**config.mk**
```make
export PLATFORM = sky130hd
export DESIGN_NAME = mf8_regfile_w
export DESIGN_NICKNAME = d
export VERILOG_FILES = /design/src/rtl/mf8_pkg.sv /design/src/rtl/mf8_reg_bank.sv /design/src/rtl/mf8_regfile_w.sv
export SDC_FILE = /design/constraint.sdc
export NUM_CORES = 1
export LEC_CHECK = 0
export BUFFER_PORTS_ARGS = -buffer_cell sky130_fd_sc_hd__buf_4
export CAP_MARGIN = 10
export CORE_MARGIN = 4
export CORE_UTILIZATION = 32
export DETAILED_ROUTE_END_ITERATION = 12
export GPL_TIMING_DRIVEN = 0
export SYNTH_ARGS = -nofsm -noshare
export SYNTH_HDL_FRONTEND = slang
export SYNTH_HIERARCHICAL = 1
export SYNTH_SLANG_ARGS = --single-unit
```
**constraint.sdc**
```tcl
create_clock -name Clk -period 2.5 [get_ports Clk]
set_input_delay 0.5 -clock Clk [delete_from_list [all_inputs] [get_ports Clk]]
set_output_delay 0.5 -clock Clk [all_outputs]
set_load 0.03 [all_outputs]
```
**src/rtl/mf8_pkg.sv**
```systemverilog
// Shared types and helpers for the mf8 register file.
//   mf8_rf_state_e : register-file controller state (clear after reset, then run)
//   mf8_ptr_base   : base (low-byte, even) address of the X/Y/Z pointer pairs
package mf8_pkg;

  typedef enum logic {
    MF8_RF_CLEAR = 1'b0,
    MF8_RF_RUN   = 1'b1
  } mf8_rf_state_e;

  localparam int unsigned MF8_PTR_X = 0;
  localparam int unsigned MF8_PTR_Y = 1;
  localparam int unsigned MF8_PTR_Z = 2;

  // X, Y, Z occupy the top six registers: 2**aw-6, 2**aw-4, 2**aw-2.
  function automatic int unsigned mf8_ptr_base(input int unsigned aw, input int unsigned ptr);
    return (32'd1 << aw) - 32'd6 + 32'd2 * ptr;
  endfunction

endpackage

```
**src/rtl/mf8_reg_bank.sv**
```systemverilog
// One bank (even or odd addresses) of the mf8 register file.
// Storage has no reset; the owner clears it by writing.
//   clk_i                 clock
//   we_i/waddr_i/wdata_i  single write port
//   ra/rb/rc_addr_i       three synchronous read addresses
//   ra/rb/rc_data_o       read data, one cycle after the address (old data on a same-edge write)
module mf8_reg_bank #(
  parameter int unsigned Dw = 8,
  parameter int unsigned Aw = 4
) (
  input  logic          clk_i,
  input  logic          we_i,
  input  logic [Aw-1:0] waddr_i,
  input  logic [Dw-1:0] wdata_i,
  input  logic [Aw-1:0] ra_addr_i,
  input  logic [Aw-1:0] rb_addr_i,
  input  logic [Aw-1:0] rc_addr_i,
  output logic [Dw-1:0] ra_data_o,
  output logic [Dw-1:0] rb_data_o,
  output logic [Dw-1:0] rc_data_o
);

  logic [Dw-1:0] mem_q [2**Aw];
  logic [Dw-1:0] ra_q, rb_q, rc_q;

  always_ff @(posedge clk_i) begin
    if (we_i) begin
      mem_q[waddr_i] <= wdata_i;
    end
    ra_q <= mem_q[ra_addr_i];
    rb_q <= mem_q[rb_addr_i];
    rc_q <= mem_q[rc_addr_i];
  end

  assign ra_data_o = ra_q;
  assign rb_data_o = rb_q;
  assign rc_data_o = rc_q;

endmodule

```
**src/rtl/mf8_regfile_w.sv**
```systemverilog
// mf8 CPU register file: two byte read ports, one register-pair read port, byte and
// pair write-back, same-edge write-through on every read, and live X/Y/Z pointer mirrors.
// After reset the array is cleared one pair per cycle while Busy is high.
//   Clk, Reset_n         clock, asynchronous active-low reset
//   Busy                 high while the post-reset clear runs
//   Wr, Wr_Word          byte / pair write to the previous cycle's Rd_Addr (pair wins)
//   Rd_Addr, Rr_Addr     read addresses (Rd_Addr also becomes next cycle's write address)
//   Data_In, Data_In_Hi  write data (low / high byte)
//   Rd_Data, Rr_Data     byte reads, Rd_Word pair read at Rd_Addr, all 1-cycle latency
//   X, Y, Z              pointer pairs at the top six registers
module mf8_regfile_w
  import mf8_pkg::*;
#(
  parameter int unsigned DW = 8,
  parameter int unsigned AW = 5
) (
  input  logic          Clk,
  input  logic          Reset_n,
  output logic          Busy,
  input  logic          Wr,
  input  logic          Wr_Word,
  input  logic [AW-1:0] Rd_Addr,
  input  logic [AW-1:0] Rr_Addr,
  input  logic [DW-1:0] Data_In,
  input  logic [DW-1:0] Data_In_Hi,
  output logic [DW-1:0] Rd_Data,
  output logic [DW-1:0] Rr_Data,
  output logic [2*DW-1:0] Rd_Word,
  output logic [2*DW-1:0] X,
  output logic [2*DW-1:0] Y,
  output logic [2*DW-1:0] Z
);

  localparam int unsigned PW = AW - 1;
  localparam logic [PW-1:0] LastPair = '1;
  localparam int unsigned XPair = mf8_ptr_base(AW, MF8_PTR_X) / 2;

  mf8_rf_state_e state_q, state_d;
  logic [PW-1:0] cnt_q, cnt_d;
  logic [AW-1:0] wa_q;

  // Bank write controls
  logic          even_we, odd_we;
  logic [PW-1:0] wpair;
  logic [DW-1:0] even_wdata, odd_wdata;

  logic [DW-1:0] even_ra, even_rb, even_rc, odd_ra, odd_rb, odd_rc;

  // Read capture: address LSB plus a per-byte write-through override
  logic          out_en_q, out_en_d;
  logic          rd_lsb_q, rd_hit_q, rr_lsb_q, rr_hit_q, wl_hit_q, wh_hit_q;
  logic          rd_hit_d, rr_hit_d, wl_hit_d, wh_hit_d;
  logic [DW-1:0] rd_hdata_q, rr_hdata_q, wl_hdata_q, wh_hdata_q;
  logic [DW-1:0] rd_hdata_d, rr_hdata_d;

  logic [5:0][DW-1:0] ptr_q, ptr_d;

  assign Busy = (state_q == MF8_RF_CLEAR);

  always_comb begin
    state_d = state_q;
    cnt_d   = cnt_q;
    unique case (state_q)
      MF8_RF_CLEAR: begin
        cnt_d = cnt_q + PW'(1);
        if (cnt_q == LastPair) begin
          state_d = MF8_RF_RUN;
        end
      end
      MF8_RF_RUN: begin
        state_d = MF8_RF_RUN;
      end
    endcase
  end

  // Write steering: clear writes both banks; a pair write ignores Wa[0].
  always_comb begin
    even_we    = 1'b0;
    odd_we     = 1'b0;
    wpair      = wa_q[AW-1:1];
    even_wdata = Data_In;
    odd_wdata  = Data_In;
    if (state_q == MF8_RF_CLEAR) begin
      even_we    = 1'b1;
      odd_we     = 1'b1;
      wpair      = cnt_q;
      even_wdata = '0;
      odd_wdata  = '0;
    end else if (Wr_Word) begin
      even_we   = 1'b1;
      odd_we    = 1'b1;
      odd_wdata = Data_In_Hi;
    end else if (Wr) begin
      even_we = ~wa_q[0];
      odd_we  = wa_q[0];
    end
  end

  // Write-through detection for each read byte
  always_comb begin
    out_en_d   = (state_q == MF8_RF_RUN);
    rd_hit_d   = (Rd_Addr[0] ? odd_we : even_we) && (Rd_Addr[AW-1:1] == wpair);
    rd_hdata_d = Rd_Addr[0] ? odd_wdata : even_wdata;
    rr_hit_d   = (Rr_Addr[0] ? odd_we : even_we) && (Rr_Addr[AW-1:1] == wpair);
    rr_hdata_d = Rr_Addr[0] ? odd_wdata : even_wdata;
    wl_hit_d   = even_we && (Rd_Addr[AW-1:1] == wpair);
    wh_hit_d   = odd_we && (Rd_Addr[AW-1:1] == wpair);
  end

  // Pointer mirrors follow any write to their byte; forced to zero while clearing.
  always_comb begin
    ptr_d = ptr_q;
    for (int i = 0; i < 6; i++) begin
      if (state_q == MF8_RF_CLEAR) begin
        ptr_d[i] = '0;
      end else if (i % 2 == 0) begin
        if (even_we && (wpair == PW'(XPair + i / 2))) ptr_d[i] = even_wdata;
      end else begin
        if (odd_we && (wpair == PW'(XPair + i / 2))) ptr_d[i] = odd_wdata;
      end
    end
  end

  always_ff @(posedge Clk or negedge Reset_n) begin
    if (!Reset_n) begin
      state_q    <= MF8_RF_CLEAR;
      cnt_q      <= '0;
      wa_q       <= '0;
      out_en_q   <= 1'b0;
      rd_lsb_q   <= 1'b0;
      rd_hit_q   <= 1'b0;
      rd_hdata_q <= '0;
      rr_lsb_q   <= 1'b0;
      rr_hit_q   <= 1'b0;
      rr_hdata_q <= '0;
      wl_hit_q   <= 1'b0;
      wl_hdata_q <= '0;
      wh_hit_q   <= 1'b0;
      wh_hdata_q <= '0;
      ptr_q      <= '0;
    end else begin
      state_q    <= state_d;
      cnt_q      <= cnt_d;
      wa_q       <= Rd_Addr;
      out_en_q   <= out_en_d;
      rd_lsb_q   <= Rd_Addr[0];
      rd_hit_q   <= rd_hit_d;
      rd_hdata_q <= rd_hdata_d;
      rr_lsb_q   <= Rr_Addr[0];
      rr_hit_q   <= rr_hit_d;
      rr_hdata_q <= rr_hdata_d;
      wl_hit_q   <= wl_hit_d;
      wl_hdata_q <= even_wdata;
      wh_hit_q   <= wh_hit_d;
      wh_hdata_q <= odd_wdata;
      ptr_q      <= ptr_d;
    end
  end

  mf8_reg_bank #(.Dw(DW), .Aw(PW)) u_even (
    .clk_i     (Clk),
    .we_i      (even_we),
    .waddr_i   (wpair),
    .wdata_i   (even_wdata),
    .ra_addr_i (Rd_Addr[AW-1:1]),
    .rb_addr_i (Rr_Addr[AW-1:1]),
    .rc_addr_i (Rd_Addr[AW-1:1]),
    .ra_data_o (even_ra),
    .rb_data_o (even_rb),
    .rc_data_o (even_rc)
  );

  mf8_reg_bank #(.Dw(DW), .Aw(PW)) u_odd (
    .clk_i     (Clk),
    .we_i      (odd_we),
    .waddr_i   (wpair),
    .wdata_i   (odd_wdata),
    .ra_addr_i (Rd_Addr[AW-1:1]),
    .rb_addr_i (Rr_Addr[AW-1:1]),
    .rc_addr_i (Rd_Addr[AW-1:1]),
    .ra_data_o (odd_ra),
    .rb_data_o (odd_rb),
    .rc_data_o (odd_rc)
  );

  // Reads captured while clearing (including the final clear edge) present zero.
  always_comb begin
    Rd_Data = '0;
    Rr_Data = '0;
    Rd_Word = '0;
    if (out_en_q) begin
      Rd_Data = rd_hit_q ? rd_hdata_q : (rd_lsb_q ? odd_ra : even_ra);
      Rr_Data = rr_hit_q ? rr_hdata_q : (rr_lsb_q ? odd_rb : even_rb);
      Rd_Word = {(wh_hit_q ? wh_hdata_q : odd_rc), (wl_hit_q ? wl_hdata_q : even_rc)};
    end
  end

  assign X = {ptr_q[1], ptr_q[0]};
  assign Y = {ptr_q[3], ptr_q[2]};
  assign Z = {ptr_q[5], ptr_q[4]};

endmodule
```
Word-level counts from Yosys, hierarchy flattened. Memory sizes are Yosys's and may differ from the RTL's. A register that Yosys moved wholly into a read port is not among the register bits. Index checks and enable logic that the tools add are counted.

Add/sub/neg operators: 1. Equal/unequal tests: 12. Multiplexer cells: 41. Bitwise operators: 2. Reduce and logical (&&, ||, !) cells: 10.

Operator list (number): $mux W8 (25); $eq A4 B4 Y1 const B (4); $mux W16 (1); $mux W1 (13); $ne A2 B1 Y1 const B (6); $logic_and A1 B1 Y1 (10); $eq A4 B4 Y1 (2); $add A4 B1 Y4 const B (1); $mux W4 (1); $not A1 Y1 (2); $pmux W1 S2 (1).

Register bits after elaboration: 97. Memory bits (writable): 256. Input port bits: 30. Logic and storage cells: 88. Memories: 2.

Memories: u_even.mem_q (words 16, bits a word 8, read ports 2, clocked after memory_dff 2, wr ports 1, line mf8_reg_bank.sv:23) `logic [Dw-1:0] mem_q [2**Aw];`; u_odd.mem_q (words 16, bits a word 8, read ports 2, clocked after memory_dff 2, wr ports 1, line mf8_reg_bank.sv:23).

Longest topological paths before layout. Gate-level depths: netlist of run 1.

Word-level depth: 7. Depth in mapped cells: 8. Depth with buffers taken out: 5.

Cells and area by module. The synthesis of run 1 kept the hierarchy.

Modules (own cells, without submodules): mf8_reg_bank (times used 2, cells an instance 385, area an instance 7507.2 um2, seq. area each 4324.1 um2); mf8_regfile_w (times used 1, cells an instance 506, area an instance 4789.6 um2, seq. area each 2402.3 um2).

Worst setup path before layout of run 1. No wires, ideal clock.

Path type: input to register. Start point: in Wr_Word. End point: mem u_even.mem_q[0][0], enable pin. Data arrival time: 2.228 ns. Required time: 2.117 ns. Setup slack: -0.111 ns. Cell stages on the path: 7. Cell sequence: and2b_1 -> and2_1 -> buf_6 -> inv_6 -> buf_6 -> or3b_2 -> nor3_1.

Word-level cells in the longest chain between the ends: 4.

RTL lines: start, declared (line mf8_regfile_w.sv:21) `input logic Wr_Word,`; $mux W1 (line mf8_regfile_w.sv:89) `end else if (Wr_Word) begin`; $mux W1 (line mf8_regfile_w.sv:83) `if (state_q == MF8_RF_CLEAR) begin`; via even_we (line mf8_regfile_w.sv:43) `logic even_we, odd_we;`; $mux W1 (line mf8_reg_bank.sv:27) `if (we_i) begin`; $mux W1 (implied by the code) (line mf8_reg_bank.sv:28) `mem_q[waddr_i] <= wdata_i;`; end, declared (line mf8_reg_bank.sv:23).

The timed path passes the listed nets, and every way through them passes these cells.

Worst setup path after layout of run 1.
Start point: reg state_q (netlist: out_en_d). End point: mem u_even.mem_q[8][1], enable pin.

Word-level cells in the longest chain between the ends: 3.

RTL lines: start, declared (line mf8_regfile_w.sv:38) `mf8_rf_state_e state_q, state_d;`; start signal, assigned (line mf8_regfile_w.sv:142) `state_q <= state_d;`; $mux W1 (line mf8_regfile_w.sv:83); via even_we (line mf8_regfile_w.sv:43); $mux W1 (line mf8_reg_bank.sv:27); $mux W1 (implied by the code) (line mf8_reg_bank.sv:28).

The timed path passes the listed nets, and every way through them passes these cells.

==> results.toml, run 1 <==
[outcome]
outcome = "finished with violations"
violations = "setup timing"

[finish]
fin_nets = 1482
synthToLayoutAreaGrowth_pct = 19.2
seq_area_um2 = 11100
multi_input_area_um2 = 8360
stdcell_count = 2264
final_core_util_pct = 38.8
final_layout_size_suffix_gt1_share_pct = 29.5
antenna_cells = 0
finalInstanceArea_um2 = 23600
fillCellCount = 5559

[die]
start_util_pct = 32.6
die_h_um = 257
die_area_um2 = 65900
coreArea_um2 = 60800
ios = 111
die_w_um = 257
num_rows = 90

[logic_synthesis]
syn-num-nets = 1307
async_reset_ff_share_pct = 24.0
synth-simple-area-share_pct = 7.73
synthXorXnorAreaFrac_pct = 0.575
yosys.area_share.adder_pct = 0.0632
synth_flop_cell = "edfxtp_1"
synth_top_family_by_area = "multiplexers"
synth_seq_cells = 400
yosys.cell_types.count = 41
synth-compound-area-share_pct = 6.29
yosysSeqAreaShare_pct = 55.8
syn_area_um2 = 19800
synth_cells = 1276
synth.area.mux_share_pct = 25.8
yosysWarnings = 6
synth_edf_count = 256
synth.avg_cell_area_um2 = 15.5

[placed_design]
post_dp_cell_area_um2 = 21700
gp_congestion = 0.923
io_buffers = 110
place_hpwl_um = 41600
place_ws_ns = -0.618
dpl.cell_count = 2171

[worst_setup_path]
r2r_setup_slack_ns = -0.04
critPathKind = "flip-flop to flip-flop"
critPathCaptureType = "flip-flop"
r2r-start = "out_en_d"
rr_endpoint = "u_even/mem_q[8][1]"
crit_chain = "buf_6 -> and2b_1 -> and2_1 -> buf_6 -> inv_6 -> buf_6 -> nand3b_1 -> nor3_2 -> buf_4"
required_ns = 2.76
worstPathMaxFanout = 13
worstSetupStartpointType = "flip-flop"
cpMostUsedCell = "buf_6"
critical_path.max_stage_delay_ns = 0.42
crit_buf_inv = 5
critPathArrivalTime_ns = 2.80
slowest_stage = "nor3_2"
r2r_cells = 9
path_delay_family = "simple AND/OR/NAND/NOR gates"

[clock_network]
cts_buffers = 41
cts.reportedPaths.clkPinSlew_ns = 0.06
cts_tree = "built"
insertion_delay_ns = 0.56
cts_buffer_depth = 3
root_buffer = "clkbuf_16"
clock_sinks = 400
htree_levels = 2
hold_buffers = 0

[sta]
tightest_slew_ns = 0.911
min_period_ns = 2.54
whs_ns = 0.0398
worst_slack_ns = -0.0398
fin_worst_skew_ns = 0.0294
setup_viol = 12
fmax_mhz = 394
period_share_pct = 102
slew_violations = 0
grt_setup_unrepaired = "true"
hold_violations = 0
relSlewSlack_pct = 39.2
finalSetupTns_ns = -0.230

[grt]
grt.total_usage_pct = 17.2
grt-ovfl-total = 0
antenna_found_initial = 1
grt_pass1_wl_um = 84800
grt_max_degree = 97
grt_pass1_vias = 12900

[power_and_ir_drop]
powerDensity_nw_per_um2 = 675
total_power_mw = 15.9
vdd_drop_max_mv = 0.469
p_leak_nw = 8.60

[routing]
dr.pass1.iters = 5
antenna_left = 0
postRouteWirelength_um = 58800
drt_iter0_drc = 1441
routedWlPerCell_um = 26.0
via_count = 13100
post_drt_via_cell_ratio = 5.80
drc_errors = 0

[flow_run]
cap_violations = 0

[hold_path]
hold_path_class = "primary input to asynchronous set/reset pin"
cells in the mapped netlist, types with 6 or more instances:
cell             count  area share [%]
edfxtp_1           256              39
nand2_1            134             2.5
a22oi_1            111             4.2
mux4_2             108              12
dfrtp_1             96              12
mux4_1              80              11
nand3_1             51             1.3
dfxtp_1             48             4.9
o21ai_0             42             1.1
mux2i_1             38             1.9
nor2_1              36            0.68
nor2b_1             25            0.79
and2_1              24            0.76
buf_2               23            0.58
inv_1               23            0.44
buf_6               21             1.2
o22ai_1             21            0.66
nand4_1             19            0.60
clkbuf_1            17            0.32
buf_1               15            0.28
clkdlybuf4s25_2     12            0.61
nor3_1               9            0.23
buf_4                8            0.30
mux2_2               8            0.45
xor2_1               7            0.31
xnor2_1              6            0.27
sequential cells by signal, summed over array words and instances, names as in the netlist, 4 cells and up:
name / count
Y: 16
wh_hdata_q: 8
u_even/ra_data_o: 8
u_odd/mem_q: 128
u_odd/rb_data_o: 8
Z: 16
u_even/rb_data_o: 8
X: 16
wl_hdata_q: 8
wa_q: 5
u_even/rc_data_o: 8
rd_hdata_q: 8
u_odd/ra_data_o: 8
rr_hdata_q: 8
cnt_q: 4
u_odd/rc_data_o: 8
u_even/mem_q: 128
how the worst max path moves through the flow:
stage / from / to / slack [ns] / depth (start not counted)
after detailed placement: out_en_d / u_odd/mem_q[0][4] / -0.62 / 5
after global routing: out_en_d / u_even/mem_q[8][6] / -0.1 / 9
after global placement: out_en_d / u_odd/mem_q[0][4] / -1.01 / 5
final: out_en_d / u_even/mem_q[8][1] / -0.04 / 9
after CTS: out_en_d / u_even/mem_q[15][0] / -0.003 / 8
after floorplan: Wr_Word / u_odd/mem_q[0][0] / 0.04 / 6
routing by layer:
metal,wire [um],track usage [%],vias to the layer above
met5,13,0,-
met4,1910,5.39,2
met3,5160,3.60,117
met2,28100,28.4,730
met1,23600,22.8,6761
li1,-,-,5529
final cells by class:
type	instances	area share (%)
multi-input combinational	756	35.4
clock inverter	23	0.811
sequential	400	46.8
clock buffer	51	4.81
timing repair buffer	132	4.69
tap	782	4.15
buffer	96	2.86
inverter	24	0.435
kinds of logic (layout without fill, tap and decap cells):
group	Yosys count	after routing
compound gates	184	184
xor+xnor	13	13
fa+ha+maj	1	1
buf+inv	120	326
flops	400	400
mux	238	238
simple gates	320	320
repair_timing:
action	CTS	global route
setup endpoints to repair	267	127
pin swaps	8	2
resized for setup	67	21
gates cloned	0	0
buffers inserted	17	2
report_power, final:
group	switching [mW]	internal [mW]	total (mW)
clock	2.61	3.45	6.06
combinational	1.48	0.906	2.39
sequential	0.142	7.33	7.47
total	4.24	11.7	15.9
layout by cell type (no fill, tap or decap), drive strengths merged:
| cell | n |
|---|---|
| edfxtp | 256 |
| buf | 198 |
| mux4 | 192 |
| nand2 | 134 |
| a22oi | 111 |
| dfrtp | 96 |
| clkbuf | 69 |
| nand3 | 51 |
| dfxtp | 48 |
| o21ai | 42 |
| mux2i | 38 |
| nor2 | 38 |
| inv | 28 |
| nor2b | 25 |
| and2 | 24 |
| o22ai | 21 |
| nand4 | 19 |
| clkdlybuf4s25 | 12 |
| clkinv | 12 |
| nor3 | 9 |
| mux2 | 8 |
| xor2 | 7 |
| xnor2 | 6 |
| nand2b | 6 |
| a21oi | 6 |
| clkinvlp | 5 |
| and2b | 5 |
| nand3b | 4 |
| a22o | 3 |
| nand4b | 2 |
| bufinv | 2 |
| or3b | 2 |
| a31oi | 1 |
| or2 | 1 |
| ha | 1 |
Power figures use the tool's default switching activity.
==> run 2: changes to the inputs <==
- CELL_PAD_IN_SITES_DETAIL_PLACEMENT: default -> 0
- CELL_PAD_IN_SITES_GLOBAL_PLACEMENT: default -> 2
- PLACE_DENSITY_LB_ADDON: default -> 0.1
==> run 2 against run 1 <==
The run now ends clean. Final area up 1.5%. Clock power is 13% higher. Sequential share of layout area shrank 0.70 points. Combinational power up 3%. Sequential power barely moved. Non-clock buffer count up 9. Die area did not move. Maximum frequency is 2.8% higher. Clock skew is 0.0037 ns lower. Cell count is 1.0% higher. Utilization is 0.59 points higher.
==> results.toml, run 2 (synthesized netlist as in run 1, its figures left out) <==
[placed_design]
dpl.cell_count = 2174
place_ws_ns = -0.919
gp_congestion = 0.810
place_hpwl_um = 47600
io_buffers = 110

[worst_setup_path]
critPathKind = "flip-flop to flip-flop"
critPathCaptureType = "flip-flop"
worstPathMaxFanout = 8
required_ns = 2.72
r2r_setup_slack_ns = 0.03
worstSetupStartpointType = "flip-flop"
critPathArrivalTime_ns = 2.69

[grt]
grt_use_met2_pct = 32.2
top_usage_layer = "met2"
grtUsageMet1_pct = 27.8
grt_pass1_vias = 13100
grt.total_usage_pct = 19.8
use_met3_pct = 2.88
antenna_found_initial = 0
grt_max_degree = 54
grt-ovfl-total = 0
grt_pass1_wl_um = 94700

[power_and_ir_drop]
sw_frac_of_total_pct = 26.4
clkPwrFrac_pct = 40.7
combPwrFrac_pct = 14.7
p_switching_mw = 4.43
powerDensity_nw_per_um2 = 699
p_leak_nw = 8.76
vdd_drop_max_mv = 0.495
intPower_mw = 12.3
pwr-share-seq_pct = 44.6

[finish]
antenna_cells = 0
fillCellCount = 5646
reg_top3 = "u_even/mem_q: 128 flops, u_odd/mem_q: 128 flops"
synthToLayoutAreaGrowth_pct = 21.0
layout_common_cells = "edfxtp_1, buf_4, nand2_1"
multi_input_area_um2 = 8390
stdcell_count = 2287
final_layout_size_suffix_gt1_share_pct = 30.2
layout_commonest_cell = "edfxtp_1"
seq_area_um2 = 11100
fin_nets = 1498

[routing]
dr.pass1.iters = 5
routedWlPerCell_um = 29.1
via_count = 12800
post_drt_via_cell_ratio = 5.62
drt_iter0_drc = 835
antenna_left = 0
drc_errors = 0
postRouteWirelength_um = 66600

[clock_network]
cts_buffers = 48
htree_levels = 2
root_buffer = "clkbuf_16"
insertion_delay_ns = 0.59
cts.reportedPaths.clkPinSlew_ns = 0.06
cts_tree = "built"
cts_buffer_depth = 3
clock_sinks = 400

[flow_run]
cap_violations = 0

[sta]
fmax_mhz = 405
relSlewSlack_pct = 36.3
worst_slack_ns = 0.0292
slew_violations = 0
fin_worst_skew_ns = 0.0257
setup_viol = 0
grt_setup_unrepaired = "true"
tightest_slew_ns = 0.956
min_period_ns = 2.47
whs_ns = 0.0520
period_share_pct = 98.8
hold_violations = 0

[die]
die_h_um = 257
die_area_um2 = 65900
coreArea_um2 = 60800
start_util_pct = 32.6
ios = 111
num_rows = 90
die_w_um = 257

[outcome]
outcome = "completed"

[hold_path]
hold_path_class = "primary input to flip-flop"
[run 2: cell types whose count changed in the layout (fill, tap and decap cells not counted), moves of 2 or more]
cell / delta
buf_6: +4
mux2i_4: +2
clkinv_1: +4
mux2i_1: -3
clkbuf_16: +7
clkbuf_8: -3
clkbuf_1: +6
bufinv_16: +2
buf_4: +7
inv_6: -3
[run 2: stage by stage]
step	area (um2)	total power [mW]	setup TNS [ns]	util, %
after global placement	21600	9.95	-176.06	35.5
after floorplan	19800	8.95	0	-
final	24000	16.7	0	39.4
after global routing	24000	17.4	-0.0636	39.4
after detailed placement	21700	9.98	-151.23	35.7
after CTS	23800	17.0	0	39.1
[run 2: layout make-up]
class                           instances  area share (%)
Buffer                                 92            2.76
Clock buffer                           64            5.44
Clock inverter                         24           0.929
Inverter                               24           0.428
Multi-Input combinational cell        756            35.0
Sequential cell                       400            46.1
Tap cell                              782            4.08
Timing Repair Buffer                  145            5.23
[run 2: path summary, 6_finish.rpt]
path / from / to / depth (start not counted)
min reg2reg: out_en_d / out_en_q / 0
max: out_en_d / u_odd/mem_q[10][5] / 6
min in group asynchronous: Reset_n / Y[0] / 2
max reg2reg: out_en_d / u_odd/mem_q[10][5] / 6
min: Rd_Addr[0] / wa_q[0] / 1
max in group asynchronous: Reset_n / Y[9] / 3
[run 2: what timing repair did]
item,4_1_cts,5_1_grt
resized for setup,84,11
setup endpoints to repair,266,212
buffers inserted,15,13
hold buffers,1,0
endpoints found under the hold margin,43,0
pin swaps,7,6
[run 2: power by group through the flow]
stage               registers (mW)  logic (mW)  clock network, mW
floorplan                     7.77        1.19                  0
global placement              7.59        2.36                  0
detailed placement            7.60        2.38                  0
CTS                           7.48        2.46               7.02
global route                  7.50        2.61               7.29
finish                        7.48        2.45               6.82
[run 2: layer usage]
metal	routed length, um	vias up
li1	-	5558
met3	3200	92
met5	0	-
met4	1810	0
met2	31500	414
met1	30100	6780
[run 2: critical path, cell delays in order, from the launching register on]
cell        delay (ns)
dfrtp_1           0.35
buf_6             0.18
mux2i_4           0.45
clkinvlp_4        0.14
buf_4             0.18
nand2b_1          0.32
nor2_2            0.47
==> run 3: changes to the inputs <==
==> constraint.sdc (replaced) <==
create_clock -name Clk -period 2.5 [get_ports Clk]
set_input_delay 0.125 -clock Clk [delete_from_list [all_inputs] [get_ports Clk]]
set_output_delay 0.125 -clock Clk [all_outputs]
set_load 0.03 [all_outputs]
==> run 3 against run 2 <==
Maximum frequency up 0.59%. Critical path depth unchanged. Non-clock buffer count up 22. Critical path type unchanged. Highest routed layer unchanged. Sequential power about the same. First-iteration DRC count up 3.6%. Combinational power about the same. Clock-buffer cell count unchanged. Critical endpoint unchanged. Hold slack better by 0.0017 ns. Clock power about the same.
==> results.toml, run 3 (synthesized netlist as in run 1, its figures left out) <==
[clock_network]
cts_tree = "built"
root_buffer = "clkbuf_16"
clock_sinks = 400
insertion_delay_ns = 0.59
cts_buffers = 48
cts.reportedPaths.clkPinSlew_ns = 0.06
htree_levels = 2
cts_buffer_depth = 3

[sta]
fin_worst_skew_ns = 0.0268
grt_setup_unrepaired = "true"
tightest_slew_ns = 0.964
worst_slack_ns = 0.0437
whs_ns = 0.0537
period_share_pct = 98.3
hold_violations = 0
setup_viol = 0
fmax_mhz = 407
min_period_ns = 2.46
relSlewSlack_pct = 35.7
slew_violations = 0

[finish]
reg_top3 = "u_even/mem_q: 128 flops, u_odd/mem_q: 128 flops"
layout_commonest_cell = "edfxtp_1"
synthToLayoutAreaGrowth_pct = 21.4
finalInstanceArea_um2 = 24000
fin_nets = 1520
multi_input_area_um2 = 8300
final_layout_size_suffix_gt1_share_pct = 28.7
layout_common_cells = "edfxtp_1, nand2_1, buf_4"
seq_area_um2 = 11100
antenna_cells = 0
fillCellCount = 5634
stdcell_count = 2309

[placed_design]
post_dp_cell_area_um2 = 21700
dpl.cell_count = 2174
io_buffers = 110
gp_congestion = 0.810
place_ws_ns = -0.919
place_hpwl_um = 47600

[routing]
postRouteWirelength_um = 66800
routedWlPerCell_um = 28.9
antenna_left = 0
post_drt_via_cell_ratio = 5.58
drc_errors = 0
drt_iter0_drc = 865
dr.pass1.iters = 5
via_count = 12900

[worst_setup_path]
r2r-start = "out_en_d"
critPathArrivalTime_ns = 2.68
r2r_cells = 6
r2r_setup_slack_ns = 0.04
critPathKind = "flip-flop to flip-flop"
critical_path.max_stage_delay_ns = 0.46
path_delay_family = "simple AND/OR/NAND/NOR gates"
worstPathMaxFanout = 8
worstSetupStartpointType = "flip-flop"
required_ns = 2.72
crit_buf_inv = 3
rr_endpoint = "u_odd/mem_q[10][5]"
crit_chain = "buf_6 -> mux2i_4 -> clkinvlp_4 -> buf_4 -> nand2b_1 -> nor2_2"
slowest_stage = "nor2_2"
critPathCaptureType = "flip-flop"

[grt]
grt_pass1_wl_um = 95000
grt_max_degree = 54
grt_pass1_vias = 13100
grt-ovfl-total = 0
antenna_found_initial = 0
grt.total_usage_pct = 19.8

[power_and_ir_drop]
total_power_mw = 16.7
powerDensity_nw_per_um2 = 695
vdd_drop_max_mv = 0.494
p_leak_nw = 8.83

[hold_path]
whs_path_depth = 4
min_from = "Data_In_Hi[1]"
worstHoldEndpoint = "rd_hdata_q[1]"
hold_path_class = "primary input to flip-flop"

[die]
num_rows = 90
die_area_um2 = 65900
coreArea_um2 = 60800
ios = 111
die_w_um = 257
die_h_um = 257
start_util_pct = 32.6

[outcome]
outcome = "completed"

[flow_run]
cap_violations = 0
-- run 3: cell type report --
| cell class | instances | area share (%) |
|---|---|---|
| inverters | 24 | 0.427 |
| flip-flops and latches | 400 | 46.0 |
| well taps | 782 | 4.07 |
| repair buffers | 164 | 6.01 |
| plain buffers | 95 | 2.67 |
| multi-input cells | 756 | 34.5 |
| clock inverters | 24 | 0.926 |
| clock buffers | 64 | 5.42 |
-- run 3: how the worst max path moves through the flow --
stage | slack (ns) | startpoint | cells after the start | endpoint
2_1_floorplan | 0.06 | wa_q[0] | 6 | u_odd/mem_q[0][0]
3_3_place_gp | -1.32 | out_en_d | 5 | u_even/mem_q[4][4]
3_5_place_dp | -0.92 | out_en_d | 5 | u_even/mem_q[5][4]
4_1_cts | 0.004 | out_en_d | 8 | u_even/mem_q[5][4]
5_1_grt | -0.01 | out_en_d | 6 | u_odd/mem_q[10][5]
6_report | 0.04 | out_en_d | 6 | u_odd/mem_q[10][5]
-- run 3: per-stage QoR --
stage | setup TNS, ns | util [%]
2_1_floorplan | 0 | -
3_3_place_gp | -175.66 | 35.5
3_5_place_dp | -149.17 | 35.7
4_1_cts | 0 | 39.3
5_1_grt | -0.0586 | 39.5
6_report | 0 | 39.5
-- run 3: worst reg2reg max path, stage by stage, from the launching register on --
cell and delay [ns]:
dfrtp_1 0.36, buf_6 0.19, mux2i_4 0.46, clkinvlp_4 0.15, buf_4 0.18, nand2b_1 0.32
nor2_2 0.46
-- run 3: metal layers --
metal / share of wire, % / vias to the layer above / global-route usage, % / wire length (um)
met5: 0 / - / 0 / 0
met4: 2.7 / 0 / 5.65 / 1800
met3: 5.2 / 90 / 2.91 / 3450
met2: 47 / 428 / 32.4 / 31700
met1: 45 / 6759 / 27.8 / 29800
li1: - / 5603 / - / -
-- run 3: power by group --
| group | switching [mW] | total [mW] | internal [mW] | leakage (nW) |
|---|---|---|---|---|
| Sequential | 0.128 | 7.46 | 7.34 | 3.82 |
| Combinational | 1.53 | 2.45 | 0.920 | 4.27 |
| Clock | 2.75 | 6.81 | 4.06 | 0.743 |
| Total | 4.41 | 16.7 | 12.3 | 8.83 |
-- run 3: timing repair --
item / CTS / global route
resized for setup: 62 / 3
buffers inserted: 15 / 10
setup endpoints to repair: 236 / 133
endpoints found under the hold margin: 93 / 0
pin swaps: 7 / 6
hold buffers: 23 / 0
